[config.mk]
export PLATFORM = sky130hd
export DESIGN_NAME = adder_scheduler
export DESIGN_NICKNAME = d
export VERILOG_FILES = /design/src/rtl/adder_scheduler.sv
export SDC_FILE = /design/constraint.sdc
export NUM_CORES = 1
export LEC_CHECK = 0
export ABC_AREA = 1
export CAP_MARGIN = 15
export CORE_MARGIN = 10
export CORE_UTILIZATION = 42
export DETAILED_ROUTE_END_ITERATION = 8
export GPL_ROUTABILITY_DRIVEN = 0
export GPL_TIMING_DRIVEN = 0
export HOLD_SLACK_MARGIN = 0.06
export PLACE_DENSITY = 0.95
export SLEW_MARGIN = 5
export SYNTH_ARGS = -nofsm -noshare
export SYNTH_HDL_FRONTEND = slang
export SYNTH_SLANG_ARGS = --single-unit
[constraint.sdc]
create_clock -name clk -period 5.55 [get_ports clk]
set_input_delay 1.11 -clock clk [delete_from_list [all_inputs] [get_ports clk]]
set_output_delay 1.11 -clock clk [all_outputs]
set_load 0.02 [all_outputs]
[src/rtl/adder_scheduler.sv]
// Round-robin scheduler that time-shares one adder macro among NREQ requesters,
// one transaction in flight. Define ADDER_SCHED_PERF_EN to add the perf_ops/perf_stall counters.
//   state | meaning
//   IDLE  | arbitrating; grants the round-robin winner and drives add_in
//   WAIT  | counting down the macro latency, captures result at terminal count
//   RESP  | holding the response until rsp_ready
module adder_scheduler #(
    parameter int WIDTH   = 16,
    parameter int NREQ    = 4,
    parameter int ADD_LAT = 1,
    localparam int IDW    = $clog2(NREQ)
) (
    input  logic                  clk,
    input  logic                  rst,
    input  logic [NREQ-1:0]       req_valid,
    output logic [NREQ-1:0]       req_ready,
    input  logic [NREQ*WIDTH-1:0] req_data,
    output logic [WIDTH-1:0]      add_in,
    input  logic [2*WIDTH-1:0]    add_out,
    input  logic                  add_carry,
    output logic                  rsp_valid,
    input  logic                  rsp_ready,
    output logic [IDW-1:0]        rsp_id,
    output logic [2*WIDTH-1:0]    rsp_data,
    output logic                  rsp_carry
`ifdef ADDER_SCHED_PERF_EN
    ,
    output logic [31:0]           perf_ops,
    output logic [31:0]           perf_stall
`endif
);

    localparam int CW = $clog2(ADD_LAT + 1);

    localparam logic [1:0] ST_IDLE = 2'd0;
    localparam logic [1:0] ST_WAIT = 2'd1;
    localparam logic [1:0] ST_RESP = 2'd2;

    logic [1:0]       state;
    logic [IDW-1:0]   ptr;
    logic [CW-1:0]    cnt;
    logic             found;
    logic [IDW-1:0]   gnt;
    logic [IDW:0]     idx_sum;
    logic [IDW:0]     ptr_sum;
    logic [IDW-1:0]   ptr_nxt;
    logic [WIDTH-1:0] gnt_data;

    // Ascending search starting at ptr, wrapping at NREQ (NREQ need not be a power of two)
    always_comb begin
        found   = 1'b0;
        gnt     = '0;
        idx_sum = '0;
        for (int k = 0; k < NREQ; k++) begin
            idx_sum = {1'b0, ptr} + (IDW+1)'(k);
            if (idx_sum >= (IDW+1)'(NREQ))
                idx_sum = idx_sum - (IDW+1)'(NREQ);
            if (!found && req_valid[idx_sum[IDW-1:0]]) begin
                found = 1'b1;
                gnt   = idx_sum[IDW-1:0];
            end
        end
    end

    always_comb begin
        ptr_sum = {1'b0, gnt} + (IDW+1)'(1);
        ptr_nxt = ptr_sum[IDW-1:0];
        if (ptr_sum >= (IDW+1)'(NREQ))
            ptr_nxt = '0;
    end

    assign gnt_data = req_data[int'(gnt)*WIDTH +: WIDTH];

    // A grant is never advertised while reset is asserted, since it would not be taken
    always_comb begin
        req_ready = '0;
        if (state == ST_IDLE && found && !rst)
            req_ready[gnt] = 1'b1;
    end

    assign rsp_valid = (state == ST_RESP);

    always_ff @(posedge clk) begin
        if (rst) begin
            state     <= ST_IDLE;
            ptr       <= '0;
            cnt       <= '0;
            add_in    <= '0;
            rsp_id    <= '0;
            rsp_data  <= '0;
            rsp_carry <= 1'b0;
        end else begin
            case (state)
                ST_IDLE: begin
                    if (found) begin
                        add_in <= gnt_data;
                        rsp_id <= gnt;
                        cnt    <= CW'(ADD_LAT - 1);
                        ptr    <= ptr_nxt;
                        state  <= ST_WAIT;
                    end
                end
                ST_WAIT: begin
                    if (cnt == '0) begin
                        rsp_data  <= add_out;
                        rsp_carry <= add_carry;
                        state     <= ST_RESP;
                    end else begin
                        cnt <= cnt - CW'(1);
                    end
                end
                ST_RESP: begin
                    if (rsp_ready)
                        state <= ST_IDLE;
                end
                default: state <= ST_IDLE;
            endcase
        end
    end

`ifdef ADDER_SCHED_PERF_EN
    always_ff @(posedge clk) begin
        if (rst) begin
            perf_ops   <= '0;
            perf_stall <= '0;
        end else if (state == ST_RESP) begin
            if (rsp_ready)
                perf_ops <= perf_ops + 32'd1;
            else
                perf_stall <= perf_stall + 32'd1;
        end
    end
`endif

endmodule

==> results_dict.tcl, run 1 <==
set metrics [dict create \
    outcome "complete, no violations" \
    drv_slew 0 \
    fp.dieH_um 103.6 \
    antenna_found_initial 0 \
    worstSetupPathType "input pin to output port" \
    dr_wl_met3_mm 1.031 \
    fin_crit_sh_pct 83.72 \
    crit_path_end_kind "output port" \
    grt_max_degree 18 \
    via_count 3625 \
    syn_nets 573 \
    crit_fanout 10 \
    maxSlewHeadroom_pct 63.30 \
    drt_pre_antenna_iters 4 \
    finClkSkew_ns 0.01335 \
    ys_types 23 \
    drc 0 \
    grt_pass1_vias 3555 \
    drv_cap 0 \
    synthCells 467 \
    fin_area_sq_um 4743 \
    antenna_cells 0 \
    rsz0062_at_grt "no" \
    areaGrowthSynthToFinish_pct 61.73 \
    htreeDepth 2 \
    grt-ovfl-total 0 \
    avgRoutedWirePerCell_um 15.48 \
    ys_warn_count 0 \
    clkLatencyLatePin_ns 0.31 \
    port_buffers 159 \
    die_area_sq_um 10730 \
    cpMostUsedCell "nand2_1" \
    final_core_util_pct 69.82 \
    start_util_pct 43.17 \
    grt_pass1_wl_mm 17.58 \
    p_leak_nw 2.149 \
    wl_mm 11.30 \
    root_buffer "clkbuf_8" \
    dpl_cell_area_sq_um 4644 \
    drive_gt1_share_pct 5.994 \
    period_needed_ns 4.647 \
    worstPathRequired_ns 4.44 \
    finalSetupViolCount 0 \
    powerDensity_nw_per_um2 546.0 \
    clkSinkCount 55 \
    final.setup.tns_ns 0 \
    rows 30 \
    hold_violations 0 \
    cts.clk_slew.worst_paths_ns 0.10 \
    num-fill-cells 551 \
    numCtsBuffers 5 \
    ys_seq_area_share_pct 37.54 \
    cts_tree "built" \
    core_area_sq_um 6794 \
    postCtsSetupBuffers 0 \
    hold_ws_ns 0.4923 \
    dr.max_layer_used "met4" \
    clock_path_buffers 2 \
    hold_buffers 0 \
    slowest_delay_ns 0.63 \
    drtIter0Drc 199 \
    tightest_slew_ns 0.5505 \
    crit_arrival_ns 3.54 \
    via_per_inst 4.966 \
    post_cts_resized 0 \
    ant_nets 0 \
    nNetsFinal 739 \
    grt_usage_pct 19.67 \
    ys_ff_latch 55 \
    dr_wl_met2_mm 5.477 \
    power.total_mw 2.590 \
    syn-cell-area_sq_um 2933 \
    ir_drop_mv 0.2775 \
    slowest_stage "clkdlybuf4s50_1" \
    syn_area_per_cell_sq_um 6.280 \
    place.detailed.hpwl_mm 9.288 \
    wl_met1_mm 4.547 \
    die_x_um 103.6 \
    startpoint_type "input pin" \
    path_cells "clkdlybuf4s50_1 > inv_1 > nand2_1 > nand2_1 > nand2_1 > nand2_1 > nand2_1 > nand2_1 > nand2_1 > nand3_4 > buf_4 > inv_1 > ha_1 > inv_1 > nor2_1 > clkdlybuf4s50_1" \
    ioPinCount 160 \
    min_path_type "register to register" \
    fmax_mhz 215.2 \
]
## registers in the layout, summed over array words and instances, names as in the netlist
register   cells
add_in        16
ptr            2
rsp_carry      1
rsp_data      32
rsp_id         2
state          2
## worst max-delay path, delay by kind of cell
kind	cells	cell delay [ns]
and+or+nand+nor	9	0.74
adders and majority gates	1	0.15
buffers and inverters	6	1.53
## per-stage QoR
| step | cells | worst slack [ns] |
|---|---|---|
| floorplan | 467 | 1.941 |
| global placement | 722 | 0.9551 |
| detailed placement | 722 | 0.8944 |
| CTS | 730 | 0.8822 |
| global route | 730 | 0.6893 |
| finish | 730 | 0.9034 |
## routing by layer
metal  GRT usage [%]  up-vias
met5               0        -
met4           5.948        0
met3           6.010       18
met2           34.91      178
met1           21.84     1644
li1                -     1785
## cell usage after synthesis, drive strengths merged
| cell | number | area share, % |
|---|---|---|
| a21oi | 4 | 0.68 |
| buf | 13 | 3.3 |
| clkbuf | 11 | 1.5 |
| dfxtp | 55 | 38 |
| ha | 2 | 0.85 |
| inv | 52 | 6.7 |
| nand2 | 109 | 15 |
| nand3 | 56 | 11 |
| nand4 | 1 | 0.21 |
| nor2 | 108 | 14 |
| nor3 | 2 | 0.34 |
| o21ai | 54 | 9.2 |
## cell families after synthesis
group	Yosys count	synth area share (%)
AND/OR/NAND/NOR	276	40.27
AO/OA/AOI/OAI	58	9.898
flip-flops	55	37.54
adder cells (fa/ha/maj)	2	0.8531
buffers and inverters	76	11.43
## cell type report
type / count / area, sq um / area share, %
timing repair buffer: 159 / 1592 / 33.55
multi-input combinational: 336 / 1496 / 31.55
sequential: 55 / 1101 / 23.21
inverter: 52 / 195.2 / 4.115
buffer: 24 / 140.1 / 2.954
tap: 96 / 120.1 / 2.532
clock buffer: 6 / 82.58 / 1.741
clock inverter: 2 / 16.27 / 0.3429
## layout by cell type (no fill, tap or decap), drive strengths merged
cell type and n:
a21oi 4, buf 13, clkbuf 17, clkdlybuf4s50 159, clkinv 1, clkinvlp 1
dfxtp 55, ha 2, inv 52, nand2 109, nand3 56, nand4 1
nor2 108, nor3 2, o21ai 54
## report_power, final
| part | internal [mW] | switching [mW] | total (mW) | leakage, nW |
|---|---|---|---|---|
| Clock | 0.102 | 0.132 | 0.234 | 0.0474 |
| Sequential | 0.531 | 0.0707 | 0.602 | 0.455 |
| Combinational | 0.692 | 1.06 | 1.75 | 1.65 |
## path summary, 6_finish.rpt
check	startpoint	end	slack [ns]	cells after the start
worst max-delay path	req_valid[3]	req_ready[3]	0.90	16
worst min-delay path	rsp_data[12]	rsp_data[12]	0.49	2
worst max register to register	ptr[1]	ptr[1]	3.31	13
worst min register to register	rsp_data[12]	rsp_data[12]	0.49	2
Power figures use the tool's default switching activity.
==> run 2: changes to the inputs <==
CORE_UTILIZATION = 35   (was 42)
PLACE_DENSITY = 0.87   (was 0.95)
clock period = 4 ns   (was 5.55 ns; I/O delays follow)
==> run 2 against run 1 <==
- clock power grew 81%
- largest power group unchanged
- critical path type unchanged
- largest cell class unchanged
- global-route usage shrank 2.6 points
- sequential power up 38%
- setup slack got worse by 0.64 ns
- clock-buffer cell count stayed put
- critical path depth unchanged
==> results_dict.tcl, run 2 (synthesis gave the netlist of run 1 again) <==
set metrics [dict create \
    outcome "complete, no violations" \
    antenna_cells 0 \
    fp.dieH_um 111.5 \
    start_util_pct 35.87 \
    cts_tree "built" \
    drt_pre_antenna_iters 4 \
    nNetsFinal 739 \
    rows 33 \
    drive_gt1_share_pct 5.836 \
    via_count 3528 \
    final_cell_mix "clkdlybuf4s50_1 (155), nor2_1 (106), nand2_1 (101)" \
    grt_usage_pct 17.07 \
    antenna_found_initial 0 \
    place.detailed.hpwl_mm 9.046 \
    grt_max_degree 17 \
    areaGrowthSynthToFinish_pct 63.27 \
    crit_fanout 11 \
    grt_pass1_wl_mm 18.01 \
    globalRouteMet3Util_pct 5.582 \
    hold_violations 0 \
    layout_commonest_cell "clkdlybuf4s50_1" \
    root_buffer "clkbuf_8" \
    wl_mm 10.95 \
    numCtsBuffers 5 \
    p_leak_nw 2.194 \
    seq_area_sq_um 1101 \
    multi_input_area_sq_um 1496 \
    via_per_inst 4.774 \
    fin_area_sq_um 4788 \
    crit_path_end_kind "output port" \
    tightest_slew_ns 0.5525 \
    cts.clk_slew.worst_paths_ns 0.09 \
    drc 0 \
    die_area_sq_um 12440 \
    clkSinkCount 55 \
    reg_top3 "rsp_data x32, add_in x16" \
    drv_slew 0 \
    rsz0062_at_grt "no" \
    postCtsSetupBuffers 0 \
    die_x_um 111.5 \
    path_cells "clkdlybuf4s50_1 > inv_1 > nand2_1 > nand3_2 > nand2_2 > nor2_4 > nand2_1 > nand2_1 > inv_1 > nand2_2 > buf_6 > buf_8 > ha_1 > inv_1 > nor2_1 > dlygate4sd2_1" \
    dpl_cell_area_sq_um 4656 \
    worstSetupPathType "input pin to output port" \
    powerDensity_nw_per_um2 765.1 \
    maxSlewHeadroom_pct 63.17 \
    final.setup.tns_ns 0 \
    startpoint_type "input pin" \
    grt_pass1_vias 3576 \
    core_area_sq_um 8175 \
    drv_cap 0 \
    grt_use_met1_pct 20.16 \
    fin_crit_sh_pct 93.51 \
    ioPinCount 160 \
    clkLatencyLatePin_ns 0.30 \
    worstPathRequired_ns 3.20 \
    grt-ovfl-total 0 \
    largest-register "rsp_data" \
    ant_nets 0 \
    hold_buffers 0 \
    fmax_mhz 267.3 \
    slowest_stage "clkdlybuf4s50_1" \
    slowest_delay_ns 0.42 \
    period_needed_ns 3.741 \
    port_buffers 159 \
    grt_use_met2_pct 29.70 \
    finClkSkew_ns 0.003905 \
    clock_path_buffers 2 \
    busiest_layer "met2" \
    htreeDepth 2 \
    largest_register_ffs 32 \
    num-fill-cells 774 \
    drtIter0Drc 199 \
    ir_drop_mv 0.3552 \
    crit_arrival_ns 2.94 \
    avgRoutedWirePerCell_um 14.81 \
    finalSetupViolCount 0 \
    min_path_type "register to register" \
]
run 2: changes by cell type in the layout (fill, tap and decap cells not counted), sizes merged:
cell,delta
clkinv,-1
clkdlybuf4s50,-4
dlymetal6s2s,+1
dlygate4sd2,+2
clkdlybuf4s15,+1
clkinvlp,-1
bufinv,+2
run 2: worst paths after layout:
check	endpoint	slack [ns]	start	depth (start not counted)
worst min register to register	rsp_data[5]	0.49	rsp_data[5]	2
worst max-delay path	req_ready[2]	0.26	req_valid[2]	16
worst max register to register	ptr[1]	1.80	ptr[1]	13
worst min-delay path	rsp_data[5]	0.49	rsp_data[5]	2
run 2: report_power, final:
group	total [mW]	switching, mW	internal [mW]
sequential	0.832	0.0955	0.737
combinational	2.41	1.45	0.954
clock	0.423	0.173	0.250
total	3.66	1.72	1.94
run 2: final cells by class:
| cell class | instances | share of cell area [%] |
|---|---|---|
| plain buffers | 24 | 2.927 |
| clock buffers | 6 | 1.516 |
| clock inverters | 2 | 1.254 |
| inverters | 52 | 4.076 |
| multi-input cells | 336 | 31.25 |
| flip-flops and latches | 55 | 22.99 |
| well taps | 105 | 2.744 |
| repair buffers | 159 | 33.24 |
run 2: through the flow:
stage	util, %	std cells	worst slack, ns	total power, mW	hold WS, ns
6_report	58.57	739	0.2594	3.664	0.4922
3_5_place_dp	56.95	731	-0.03730	3.271	0.4745
3_3_place_gp	56.95	731	0.04765	3.193	0.4618
5_1_grt	58.57	739	0.01845	4.007	0.5128
2_1_floorplan	-	467	1.011	2.392	0.5278
4_1_cts	58.52	739	0.1042	3.694	0.4941
run 2: critical path: cells and delay by family:
kind	cells	cell delay, ns
adders and majority gates	1	0.15
and+or+nand+nor	8	0.74
buffers and inverters	7	1.24
run 2: per-layer routing:
layer	share of wire [%]	wire length [um]
met5	0	0
met4	0.90	99
met3	8.7	956
met2	49	5309
met1	42	4581
run 2: what timing repair did:
action / CTS / global route
gates cloned: 0 / 0
endpoints found under the setup margin: 3 / 2
resized for setup: 3 / 2
==> run 3: changes to the inputs <==
CELL_PAD_IN_SITES_DETAIL_PLACEMENT = 1   (was unset)
CELL_PAD_IN_SITES_GLOBAL_PLACEMENT = 1   (was unset)
CORE_UTILIZATION = 23   (was 35)
PLACE_DENSITY = 0.88   (was 0.87)
SLEW_MARGIN = 20   (was 5)
==> run 3 against run 2 <==
- worst hold slack got worse by 0.00085 ns
- setup slack lost 0.013 ns
- combinational power up 4%
- global-route usage fell by 2.6 points
- largest power group unchanged
==> results_dict.tcl, run 3 (synthesis gave the netlist of run 1 again) <==
set metrics [dict create \
    fmax_mhz 266.4 \
    avgRoutedWirePerCell_um 16.37 \
    cp_top_family "buffers and inverters" \
    cts_tree "built" \
    place.detailed.hpwl_mm 11.32 \
    clkSinkCount 55 \
    ioPinCount 160 \
    fp.dieH_um 132.9 \
    via_count 3548 \
    core_area_sq_um 12570 \
    outcome "complete, no violations" \
    hold_ws_ns 0.4913 \
    clkLatencyLatePin_ns 0.29 \
    numCtsBuffers 5 \
    seq_area_sq_um 1101 \
    areaGrowthSynthToFinish_pct 67.11 \
    final_cell_count_no_fill 806 \
    worstSetupPathType "input pin to output port" \
    crit_arrival_ns 2.95 \
    ir_drop_mv 0.2217 \
    drive_gt1_share_pct 6.309 \
    antenna_found_initial 0 \
    startpoint_type "input pin" \
    clock_path_buffers 2 \
    num-fill-cells 1599 \
    nNetsFinal 739 \
    drv_cap 0 \
    grt_usage_pct 14.51 \
    slowest_stage "clkdlybuf4s50_1" \
    min_path_type "register to register" \
    dpl_worst_slack_ns -0.1531 \
    path_cells "clkdlybuf4s50_1 > inv_1 > nand2_1 > nand3_2 > nand2_2 > nor2_4 > nand3_4 > nand3_4 > buf_4 > inv_1 > nor3_1 > dlygate4sd2_1" \
    root_buffer "clkbuf_16" \
    grt_pass1_vias 3941 \
    dp_cells 798 \
    die_x_um 132.9 \
    final_cell_mix "clkdlybuf4s50_1 (155), nor2_1 (106), nand2_1 (101)" \
    layout_commonest_cell "clkdlybuf4s50_1" \
    crit_path_end_kind "output port" \
    die_area_sq_um 17670 \
    wl_mm 13.19 \
    drt_pre_antenna_iters 4 \
    hold_violations 0 \
    path_buf_inv 5 \
    antenna_cells 0 \
    largest-register "rsp_data" \
    grt_max_degree 17 \
    fin_crit_sh_pct 93.85 \
    p_leak_nw 2.199 \
    worstPathRequired_ns 3.20 \
    drv_slew 0 \
    via_per_inst 4.402 \
    powerDensity_nw_per_um2 785.5 \
    period_needed_ns 3.754 \
    largest_register_ffs 32 \
    ant_nets 0 \
    maxSlewHeadroom_pct 67.92 \
    grt_pass1_wl_mm 21.02 \
    tightest_slew_ns 0.4812 \
    grt-ovfl-total 0 \
    cts.clk_slew.worst_paths_ns 0.07 \
    fin_ws_ns 0.2459 \
    htreeDepth 2 \
    start_util_pct 23.33 \
    finalSetupViolCount 0 \
    reg_top3 "rsp_data x32, add_in x16" \
    drtIter0Drc 108 \
    slowest_delay_ns 0.45 \
    finClkSkew_ns 0.003730 \
    multi_input_area_sq_um 1496 \
    rsz0062_at_grt "no" \
    power.total_mw 3.850 \
    port_buffers 159 \
    drc 0 \
    crit_fanout 10 \
    rows 41 \
]
run 3: path summary, 6_finish.rpt:
path                   to  cells after the start  slack [ns]          from
max reg2reg        ptr[1]                     13        1.68        ptr[1]
min reg2reg  rsp_data[24]                      2        0.49  rsp_data[24]
min          rsp_data[24]                      2        0.49  rsp_data[24]
max          req_ready[0]                     12        0.25  req_valid[2]
run 3: routing by layer:
layer,up-vias,global-route usage (%),routed length [um]
met5,-,0,0
met3,17,3.066,604
met4,0,4.095,259
met1,1642,16.27,5546
li1,1779,-,-
met2,110,26.78,6785
run 3: worst min-delay path, cell delays in order, from the launching register on:
cell and delay [ns]:
dfxtp_1 0.33, nor2_1 0.05, nor2_1 0.08
run 3: power by group:
part / internal [mW] / total (mW) / switching, mW
Combinational: 0.951 / 2.50 / 1.55
Sequential: 0.738 / 0.840 / 0.102
Clock: 0.312 / 0.507 / 0.196
Total: 2.00 / 3.85 / 1.85
run 3: cell type report:
class                           count  area share [%]
Clock buffer                        6           2.834
Tap cell                          172           4.391
Sequential cell                    55           22.47
Multi-Input combinational cell    336           30.53
Buffer                             24           2.859
Timing Repair Buffer              159           32.22
Clock inverter                      2          0.7148
Inverter                           52           3.983
run 3: stage by stage:
| stage | TNS (ns) | instance area [sq um] | utilization, % |
|---|---|---|---|
| final | 0 | 4901 | 38.99 |
| after floorplan | 0 | 2933 | - |
| after CTS | 0 | 4908 | 39.05 |
| after global routing | 0 | 4901 | 38.99 |
| after detailed placement | -0.3778 | 4740 | 37.71 |
| after global placement | -0.008707 | 4740 | 37.71 |
run 3: what timing repair did:
item / CTS / global route
hold buffers: 0 / 0
endpoints found under the setup margin: 4 / 2
gates resized for setup: 4 / 4
setup buffers: 0 / 0
